===== src/rtl/bkt_lvl_finder_if.sv =====
// Requester-side handshake of the backtrack-level finder.
// The requester (conflict analysis) drives start/bound/ack.
// The finder returns busy, done and the backtrack result.
interface bkt_lvl_finder_if #(
    parameter int WIDTH_LVL    = 16,
    parameter int WIDTH_BIN_ID = 10
);
    logic                    start_i;
    logic [WIDTH_LVL-1:0]    max_lvl_i;
    logic                    ack_i;
    logic                    busy_o;
    logic                    done_o;
    logic [WIDTH_BIN_ID-1:0] bkt_bin_o;
    logic [WIDTH_LVL-1:0]    bkt_lvl_o;
    logic                    unsat_o;
    logic                    multi_hit_o;

    modport master (
        output start_i, max_lvl_i, ack_i,
        input  busy_o, done_o, bkt_bin_o, bkt_lvl_o, unsat_o, multi_hit_o
    );

    modport slave (
        input  start_i, max_lvl_i, ack_i,
        output busy_o, done_o, bkt_bin_o, bkt_lvl_o, unsat_o, multi_hit_o
    );
endinterface


===== src/rtl/bkt_lvl_finder.sv =====
// Backtrack-level controller for the level-state chain.
// It registers the search bound into the chain and waits one cycle for the
// cells' registered reports. It then OR-reduces the reports into one result,
// strobes apply_bkt when a level was found, and holds the result until ack.
module bkt_lvl_finder #(
    parameter int NUM_LVL      = 32,
    parameter int WIDTH_LVL    = 16,
    parameter int WIDTH_BIN_ID = 10
) (
    input  logic                            clk,
    input  logic                            rst,
    bkt_lvl_finder_if.slave                 req,
    output logic [WIDTH_LVL-1:0]            max_lvl_o,
    output logic [1:0]                      findflag_head_o,
    output logic [WIDTH_LVL-1:0]            lvl_base_o,
    input  logic [NUM_LVL*WIDTH_BIN_ID-1:0] bkt_bin_all_i,
    input  logic [NUM_LVL*WIDTH_LVL-1:0]    bkt_lvl_all_i,
    output logic                            apply_bkt_o
);

    typedef enum logic [2:0] {
        ST_IDLE   = 3'd0,
        ST_BOUND  = 3'd1,
        ST_SAMPLE = 3'd2,
        ST_APPLY  = 3'd3,
        ST_DONE   = 3'd4
    } state_t;

    state_t                  state_r;
    logic [WIDTH_LVL-1:0]    max_lvl_r;
    logic                    apply_r;
    logic                    busy_r;
    logic                    done_r;
    logic [WIDTH_BIN_ID-1:0] bkt_bin_r;
    logic [WIDTH_LVL-1:0]    bkt_lvl_r;
    logic                    unsat_r;
    logic                    multi_hit_r;

    logic [WIDTH_BIN_ID-1:0] or_bin_s;
    logic [WIDTH_LVL-1:0]    or_lvl_s;
    logic                    hit_one_s;
    logic                    hit_many_s;
    logic                    slice_nz_s;

    // Chain head constants: no find flag enters from the left, levels start at 1
    // so that a zero level slice unambiguously means "no hit".
    assign findflag_head_o = 2'b00;
    assign lvl_base_o      = {{(WIDTH_LVL-1){1'b0}}, 1'b1};

    assign max_lvl_o       = max_lvl_r;
    assign apply_bkt_o     = apply_r;
    assign req.busy_o      = busy_r;
    assign req.done_o      = done_r;
    assign req.bkt_bin_o   = bkt_bin_r;
    assign req.bkt_lvl_o   = bkt_lvl_r;
    assign req.unsat_o     = unsat_r;
    assign req.multi_hit_o = multi_hit_r;

    // OR-reduce the per-cell reports and detect more than one nonzero level slice.
    always_comb begin
        or_bin_s   = '0;
        or_lvl_s   = '0;
        hit_one_s  = 1'b0;
        hit_many_s = 1'b0;
        slice_nz_s = 1'b0;
        for (int i = 0; i < NUM_LVL; i++) begin
            slice_nz_s = |bkt_lvl_all_i[i*WIDTH_LVL +: WIDTH_LVL];
            or_bin_s   = or_bin_s | bkt_bin_all_i[i*WIDTH_BIN_ID +: WIDTH_BIN_ID];
            or_lvl_s   = or_lvl_s | bkt_lvl_all_i[i*WIDTH_LVL +: WIDTH_LVL];
            hit_many_s = hit_many_s | (hit_one_s & slice_nz_s);
            hit_one_s  = hit_one_s | slice_nz_s;
        end
    end

    // Sequencer: bound -> wait for cell registers -> sample -> optional apply -> hold result.
    always_ff @(posedge clk or negedge rst) begin
        if (!rst) begin
            state_r     <= ST_IDLE;
            max_lvl_r   <= '0;
            apply_r     <= 1'b0;
            busy_r      <= 1'b0;
            done_r      <= 1'b0;
            bkt_bin_r   <= '0;
            bkt_lvl_r   <= '0;
            unsat_r     <= 1'b0;
            multi_hit_r <= 1'b0;
        end else begin
            case (state_r)
                ST_IDLE: begin
                    apply_r <= 1'b0;
                    done_r  <= 1'b0;
                    if (req.start_i) begin
                        // The bound stays on the chain afterwards so cells never see a glitch.
                        max_lvl_r <= req.max_lvl_i;
                        busy_r    <= 1'b1;
                        state_r   <= ST_BOUND;
                    end else begin
                        busy_r    <= 1'b0;
                        state_r   <= ST_IDLE;
                    end
                end
                ST_BOUND: begin
                    // Cells register their reports at the end of this cycle.
                    state_r <= ST_SAMPLE;
                end
                ST_SAMPLE: begin
                    bkt_bin_r   <= or_bin_s;
                    bkt_lvl_r   <= or_lvl_s;
                    multi_hit_r <= hit_many_s;
                    unsat_r     <= (or_lvl_s == '0);
                    if (or_lvl_s == '0) begin
                        done_r  <= 1'b1;
                        state_r <= ST_DONE;
                    end else begin
                        apply_r <= 1'b1;
                        state_r <= ST_APPLY;
                    end
                end
                ST_APPLY: begin
                    apply_r <= 1'b0;
                    done_r  <= 1'b1;
                    state_r <= ST_DONE;
                end
                ST_DONE: begin
                    if (req.ack_i) begin
                        done_r  <= 1'b0;
                        busy_r  <= 1'b0;
                        state_r <= ST_IDLE;
                    end else begin
                        done_r  <= 1'b1;
                        state_r <= ST_DONE;
                    end
                end
                default: begin
                    apply_r <= 1'b0;
                    done_r  <= 1'b0;
                    busy_r  <= 1'b0;
                    state_r <= ST_IDLE;
                end
            endcase
        end
    end

endmodule

===== src/flat_wrapper.sv =====
// flat-port wrapper written by rule: the top's interface ports become plain ports
module bkt_lvl_finder_flat 
#(
    parameter int NUM_LVL      = 32,
    parameter int WIDTH_LVL    = 16,
    parameter int WIDTH_BIN_ID = 10
)
  (clk, rst, max_lvl_o, findflag_head_o, lvl_base_o, bkt_bin_all_i, bkt_lvl_all_i, apply_bkt_o, req_start_i, req_max_lvl_i, req_ack_i, req_busy_o, req_done_o, req_bkt_bin_o, req_bkt_lvl_o, req_unsat_o, req_multi_hit_o);
  bkt_lvl_finder_if #(.WIDTH_LVL(WIDTH_LVL), .WIDTH_BIN_ID(WIDTH_BIN_ID)) req_i ();
  input  logic clk;
  input  logic rst;
  output logic [WIDTH_LVL-1:0] max_lvl_o;
  output logic [1:0] findflag_head_o;
  output logic [WIDTH_LVL-1:0] lvl_base_o;
  input  logic [NUM_LVL*WIDTH_BIN_ID-1:0] bkt_bin_all_i;
  input  logic [NUM_LVL*WIDTH_LVL-1:0] bkt_lvl_all_i;
  output logic apply_bkt_o;
  input wire logic [$bits(req_i.start_i)-1:0] req_start_i;
  input wire logic [$bits(req_i.max_lvl_i)-1:0] req_max_lvl_i;
  input wire logic [$bits(req_i.ack_i)-1:0] req_ack_i;
  output wire logic [$bits(req_i.busy_o)-1:0] req_busy_o;
  output wire logic [$bits(req_i.done_o)-1:0] req_done_o;
  output wire logic [$bits(req_i.bkt_bin_o)-1:0] req_bkt_bin_o;
  output wire logic [$bits(req_i.bkt_lvl_o)-1:0] req_bkt_lvl_o;
  output wire logic [$bits(req_i.unsat_o)-1:0] req_unsat_o;
  output wire logic [$bits(req_i.multi_hit_o)-1:0] req_multi_hit_o;
  assign req_i.start_i = req_start_i;
  assign req_i.max_lvl_i = req_max_lvl_i;
  assign req_i.ack_i = req_ack_i;
  assign req_busy_o = req_i.busy_o;
  assign req_done_o = req_i.done_o;
  assign req_bkt_bin_o = req_i.bkt_bin_o;
  assign req_bkt_lvl_o = req_i.bkt_lvl_o;
  assign req_unsat_o = req_i.unsat_o;
  assign req_multi_hit_o = req_i.multi_hit_o;
  bkt_lvl_finder #(.NUM_LVL(NUM_LVL), .WIDTH_LVL(WIDTH_LVL), .WIDTH_BIN_ID(WIDTH_BIN_ID)) u_core (.clk(clk), .rst(rst), .req(req_i), .max_lvl_o(max_lvl_o), .findflag_head_o(findflag_head_o), .lvl_base_o(lvl_base_o), .bkt_bin_all_i(bkt_bin_all_i), .bkt_lvl_all_i(bkt_lvl_all_i), .apply_bkt_o(apply_bkt_o));
endmodule

===== config.mk =====
export PLATFORM = sky130hd
export DESIGN_NAME = bkt_lvl_finder_flat
export DESIGN_NICKNAME = d
export VERILOG_FILES = /design/src/rtl/bkt_lvl_finder_if.sv /design/src/rtl/bkt_lvl_finder.sv /design/src/flat_wrapper.sv
export SDC_FILE = /design/constraint.sdc
export NUM_CORES = 1
export LEC_CHECK = 0
export ABC_AREA = 1
export CORE_AREA = 2 2 352 354
export CTS_CLUSTER_SIZE = 14
export DETAILED_ROUTE_END_ITERATION = 7
export DIE_AREA = 0 0 354 356
export GPL_TIMING_DRIVEN = 0
export PLACE_DENSITY_LB_ADDON = 0.08
export SYNTH_ARGS = -nofsm -noshare
export SYNTH_HDL_FRONTEND = slang
export SYNTH_SLANG_ARGS = --single-unit

===== constraint.sdc =====
create_clock -name clk -period 2.3 [get_ports clk]
set_input_delay 0.23 -clock clk [delete_from_list [all_inputs] [get_ports clk]]
set_output_delay 0.23 -clock clk [all_outputs]
set_load 0.005 [all_outputs]

# After elaboration in Yosys (flattened, before gate mapping)
# Index checks and enable logic that the tools add are counted.
[totals]
register_bits = 50
in_bits = 852
out_inout_bits = 65
wordCells = 224
[op_classes]
eq_ne = 7
muxes = 12
n_bitwise = 156
n_reduce_logical = 40
[op_table]
columns = ["cell", "n"]
rows = [
  ["16-bit OR reduction", 32],
  ["16-bit bitwise OR", 31],
  ["10-bit bitwise OR", 31],
  ["1-bit bitwise OR", 60],
  ["1-bit AND", 31],
  ["16-bit zero test", 1],
  ["3-bit one-hot mux with 5 select lines", 1],
  ["2-bit AND reduction", 4],
  ["3-bit by 2-bit == test with 1-bit output (second input constant)", 2],
  ["1-bit 2-to-1 mux", 6],
  ["3-bit 2-to-1 mux", 2],
  ["2-bit inequality test (second input constant)", 2],
  ["1-bit one-hot mux with 4 select lines", 1],
  ["3-bit by 1-bit == test with 1-bit output (second input constant)", 1],
  ["3-bit == test (second input constant)", 1],
  ["3-bit zero test", 1],
  ["1-bit NOT", 3],
  ["1-bit one-hot mux with 3 select lines", 1],
  ["3-bit OR reduction", 1],
  ["2-bit by 1-bit inequality test with 1-bit output (second input constant)", 1],
  ["1-bit one-hot mux with 2 select lines", 1],
  ["2-bit OR reduction", 1],
]

# Longest topological paths before layout
# Gate-level depths: netlist of run 1.
[logic_depth]
word_depth = 34
depth_mapped = 22
mapped_depth_nobuf = 22

# Worst setup path before layout of run 1
# No wires, ideal clock.
[synth_path]
path_type = "input -> register"
from = "input bkt_lvl_all_i[22]"
to = "register u_core.multi_hit_r, in the netlist u_core.req.multi_hit_o"
setup_ps = 113
arrival_time_ps = 2435
required_ps = 2187
setup_slack_ps = -247
path_stages = 22
path_buffers = 0
cell_sequence = "nor2_1 -> nand2_1 -> nor2_2 -> nand2_2 -> nor2_4 -> nand4_4 -> nor2_4 -> nand4_4 -> nor2_4 -> nand4_4 -> nor2_4 -> nand4_4 -> nor2_4 -> nand4_4 -> nor2_4 -> nand4_4 -> nor2_4 -> nand4_1 -> nand2_1 -> nand4_1 -> nand2_1 -> inv_1"
[synth_via]
elab_chain_len = 33
word_cells_on_any_way = 92
classes_between = "bitwise (91); reduce/logical (1)"
[synth_lines]
columns = ["element", "line_no", "rtl"]
rows = [
  ["start: declaration", "flat_wrapper.sv:16", "input logic [NUM_LVL*WIDTH_LVL-1:0] bkt_lvl_all_i;"],
  ["16-bit OR reduction *", "bkt_lvl_finder.sv:67", "slice_nz_s = |bkt_lvl_all_i[i*WIDTH_LVL +: WIDTH_LVL];"],
  ["1-bit bitwise OR", "bkt_lvl_finder.sv:71", "hit_one_s = hit_one_s | slice_nz_s;"],
  ["1-bit AND / 1-bit bitwise OR (equally long branches)", "bkt_lvl_finder.sv:70, bkt_lvl_finder.sv:71", ""],
  ["1-bit bitwise OR, or another cell as far along (28 in a row)", "bkt_lvl_finder.sv:70", "hit_many_s = hit_many_s | (hit_one_s & slice_nz_s);"],
  ["1-bit bitwise OR / 1-bit AND (equally long branches)", "bkt_lvl_finder.sv:70", ""],
  ["1-bit bitwise OR *", "bkt_lvl_finder.sv:70", ""],
  ["end signal: assignment", "bkt_lvl_finder.sv:109", "multi_hit_r <= hit_many_s;"],
  ["end: declaration", "bkt_lvl_finder.sv:37", "logic multi_hit_r;"],
]
# Every way passes the cells marked *; elsewhere a longest branch is shown, timed or not.
# A chain may end at the register's enable or synchronous reset.

# Worst setup path after layout of run 1
[layout_path]
from = "input bkt_lvl_all_i[106]"
to = "register u_core.multi_hit_r, in the netlist u_core.req.multi_hit_o"
[layout_via]
elab_chain_len = 28
word_cells_on_any_way = 78
classes_between = "bitwise (77); reduce/logical (1)"
[layout_lines]
columns = ["element", "line_no"]
rows = [
  ["16-bit OR reduction *", "bkt_lvl_finder.sv:67"],
  ["1-bit AND / 1-bit bitwise OR (equally long branches)", "bkt_lvl_finder.sv:70, bkt_lvl_finder.sv:71"],
  ["1-bit bitwise OR, or another cell as far along (24 in a row)", "bkt_lvl_finder.sv:70"],
  ["1-bit bitwise OR / 1-bit AND (equally long branches)", "bkt_lvl_finder.sv:70"],
  ["1-bit bitwise OR *", "bkt_lvl_finder.sv:70"],
]
# Marks and branches as above.

==> results of run 1 <==
stage by stage:
| step | util | instances | power (mW) | TNS (ns) |
|---|---|---|---|---|
| after global routing | 0.144 | 3388 | 6.56 | -5.88 |
| after detailed placement | 0.138 | 3359 | 5.25 | -24.74 |
| after global placement | 0.138 | 3358 | 5.24 | -105.41 |
| final | 0.144 | 3389 | 6.13 | -3.59 |
| after floorplan | - | 823 | 2.18 | -0.247 |
| after CTS | 0.143 | 3373 | 6.34 | -4.13 |
final cells by class:
| type | count | area (um2) | share of cell area |
|---|---|---|---|
| clock buffers | 5 | 125 | 0.00708 |
| repair buffers | 906 | 8880 | 0.503 |
| diodes | 15 | 37.5 | 0.00212 |
| inverters | 22 | 82.6 | 0.00467 |
| plain buffers | 24 | 166 | 0.00941 |
| clock inverters | 3 | 28.8 | 0.00163 |
| well taps | 1637 | 2050 | 0.116 |
| multi-input cells | 727 | 5050 | 0.286 |
| flip-flops and latches | 50 | 1250 | 0.0708 |
cells in the final DEF (no fill, tap or decap), types with 2 or more instances in the layout:
cell type,synthesis,final
nand3_2,0,2
o21ai_0,20,19
clkdlybuf4s15_1,0,7
clkbuf_16,0,5
nor4_2,10,29
o32a_1,10,10
or2_1,5,5
clkbuf_1,5,4
nor2_2,6,29
dfrtp_1,50,50
buf_4,18,26
nand4_4,12,15
conb_1,2,18
nor3_2,2,3
nor3_4,3,4
or4_1,2,2
nand2_1,99,83
diode_2,0,15
o21ai_1,4,3
nor2_4,9,26
nor4_1,280,244
nor4_4,0,17
nand4_1,62,62
dlymetal6s2s_1,0,6
inv_1,21,20
nand2_2,10,25
nand3_1,21,19
dlygate4sd2_1,0,63
buf_2,0,25
buf_6,1,5
mux2_2,16,16
nor2_1,113,73
inv_2,1,2
nor3_1,12,10
clkdlybuf4s50_1,0,790
nand2_4,2,3
worst paths after layout:
kind	to	slack, ns	depth (start not counted)
worst max-delay path	u_core.req.multi_hit_o	-0.85	19
worst min-delay path	u_core.max_lvl_o[6]	0.41	3
worst max register to register	u_core.req.multi_hit_o	-0.64	18
worst min register to register	u_core.req.unsat_o	0.49	1
max in group asynchronous	u_core.max_lvl_o[12]	1.58	3
min in group clk	u_core.req.unsat_o	0.49	1
report_power, final:
group | internal, mW | switching, mW
logic | 2.22 | 1.55
clock network | 0.423 | 0.501
registers | 1.23 | 0.202
total | 3.87 | 2.26
registers in the layout (all words and copies together) (netlist names):
signal and cells:
u_core.apply_bkt_o 1, u_core.max_lvl_o 16, u_core.req.bkt_bin_o 10, u_core.req.bkt_lvl_o 16, u_core.req.busy_o 1, u_core.req.done_o 1
u_core.req.multi_hit_o 1, u_core.req.unsat_o 1, u_core.state_r 3
cells by family after synthesis:
| logic type | Yosys count |
|---|---|
| flops | 50 |
| buf+inv | 46 |
| simple gates | 657 |
| mux | 16 |
| compound gates | 36 |
| other cells | 2 |
layer usage:
layer	GRT usage	routed length, um	up-vias
met4	0.0372	2400	32
met2	0.270	49600	620
met3	0.0361	6130	109
met1	0.135	31400	5267
met5	0	205	-
li1	-	-	5134
worst max-delay path: cells and delay by family:
| kind | cells | cell delay [ns] |
|---|---|---|
| buffers and inverters | 2 | 0.49 |
| AND/OR/NAND/NOR | 17 | 2.66 |
timing repair:
item	CTS	global route
setup endpoints to repair	28	8
hold buffers	1	0
hold endpoints to repair	50	0
pin swaps	122	21
gates resized for setup	333	16
setup buffers	5	1
==> results.cfg, run 1 <==
[run]
maxCapViolations = 0

[floorplanning]
fp.dieW_um = 354
rows = 129
core_area_um2 = 123000
pin_count = 917
die_y_um = 356
initial_core_util = 0.0474
dieArea_um2 = 126000

[logic_synthesis]
synth_top_cells_by_area = nor4_1, dfrtp_1, nor2_1
synth_mux_area_frac = 0.0310
synth_area_um2 = 5820
ys_seq_elements = 50
seq_area_frac_synth = 0.215
synth_common_cells = nor4_1, nor2_1, nand2_1
yosys.area_share.simple = 0.670
synth_most_common_cell = nor4_1
synth.avg_cell_area_um2 = 7.21
synthAdderAreaFrac = 0
synth-edff-count = 0
ys_types = 35
synth_top_family_by_area = simple AND/OR/NAND/NOR gates
synth_flop_cell = dfrtp_1
yosys.area.top_type_share = 0.301
synth_top_cell_by_area = nor4_1
postSynth.asyncResetShare = 1.00
synth_compound_area_frac = 0.0402
synthCells = 807
yosysWarnings = 0
synth-xor-area-share = 0

[setup_path]
rr_startpoint = u_core.state_r[0]
crit_path_start_kind = input pin
crit_path_top_delay_cell = clkdlybuf4s50_1
worstSetupEndpointType = flip-flop
critPathMaxFanout = 4
worstSetupStartpoint = bkt_lvl_all_i[106]
path_cells = clkdlybuf4s50_1 > nor4_2 > nand2_2 > nor3_4 > nand4_4 > nor2_4 > nand4_4 > nor2_4 > nand4_4 > nor2_4 > nand4_4 > nor2_4 > nand4_4 > nor2_4 > nor2_1 > nor2_1 > nand4_1 > nand2_1 > inv_1
cpPeakStageDelay_ns = 0.45
crit_type = input pin to flip-flop
crit_required_ns = 2.54
cp.arrival_ns = 3.39

[detailed_routing]
routed_via_density = 3.29
wl_um = 89800
routedWlPerCell_um = 26.5
vias = 11200
final_antenna_net_count = 0
drt-pass1-iter-count = 5
drt_iter0_markers = 503
drc_errors = 0

[grt]
antenna_found_initial = 50
grt_pass1_vias = 12300
grt_first_pass_wirelength_um = 114000
grt_start_max_net_pins = 51
grt.overflow.total = 0
grt_usage = 0.135

[clocking]
clk_path_buf_depth = 2
cts_buffers = 5
clock-sinks = 50
root_buffer = clkbuf_16
cts_tree = yes
clk_pin_slew_ns = 0.12
cts.htree.levels = 2
clk_latency_ns = 0.33

[cells_and_area]
fin_area_um2 = 17700
final_nets = 2588
drive_gt1_frac = 0.140
area_growth_pct = 204
fill_cells = 14000

[sta]
hold_violations = 0
min_period_over_period = 1.37
rsz0062_at_grt = true
period_needed_ns = 3.15
setup_viol = 8
drv_slew = 0
worst_slew_pin_slew_ns = 1.17
timing.hold.ws_ns = 0.414
fin_skew_ns = 0.0278
fmax_mhz = 317
fin_ws_ns = -0.851
slew_headroom = 0.211

[placement]
dpl-instance-area_um2 = 17000
port-buffer-count = 898
hpwl_um = 84100
place_congestion = 0.938
post-place-ws_ns = -2.46

[pwr]
ir_drop_mv = 0.328
p_per_area_nw_per_um2 = 347
p_leak_nw = 5.76

[status]
violations = negative setup slack
status = finished, violations left

[hold_path]
hp-class = input pin to async pin
(Power assumes the default switching activity.)
==> inputs of run 2 (changes only) <==
--- a/config.mk
+++ b/config.mk
@@ -7,6 +7,7 @@
 export LEC_CHECK = 0
 export ABC_AREA = 1
 export CORE_AREA = 2 2 352 354
+export CTS_CLUSTER_DIAMETER = 200
 export CTS_CLUSTER_SIZE = 14
 export DETAILED_ROUTE_END_ITERATION = 7
 export DIE_AREA = 0 0 354 356
==> results of run 2 <==
The final DEF is identical to that of run 1; final timing and power are the same.
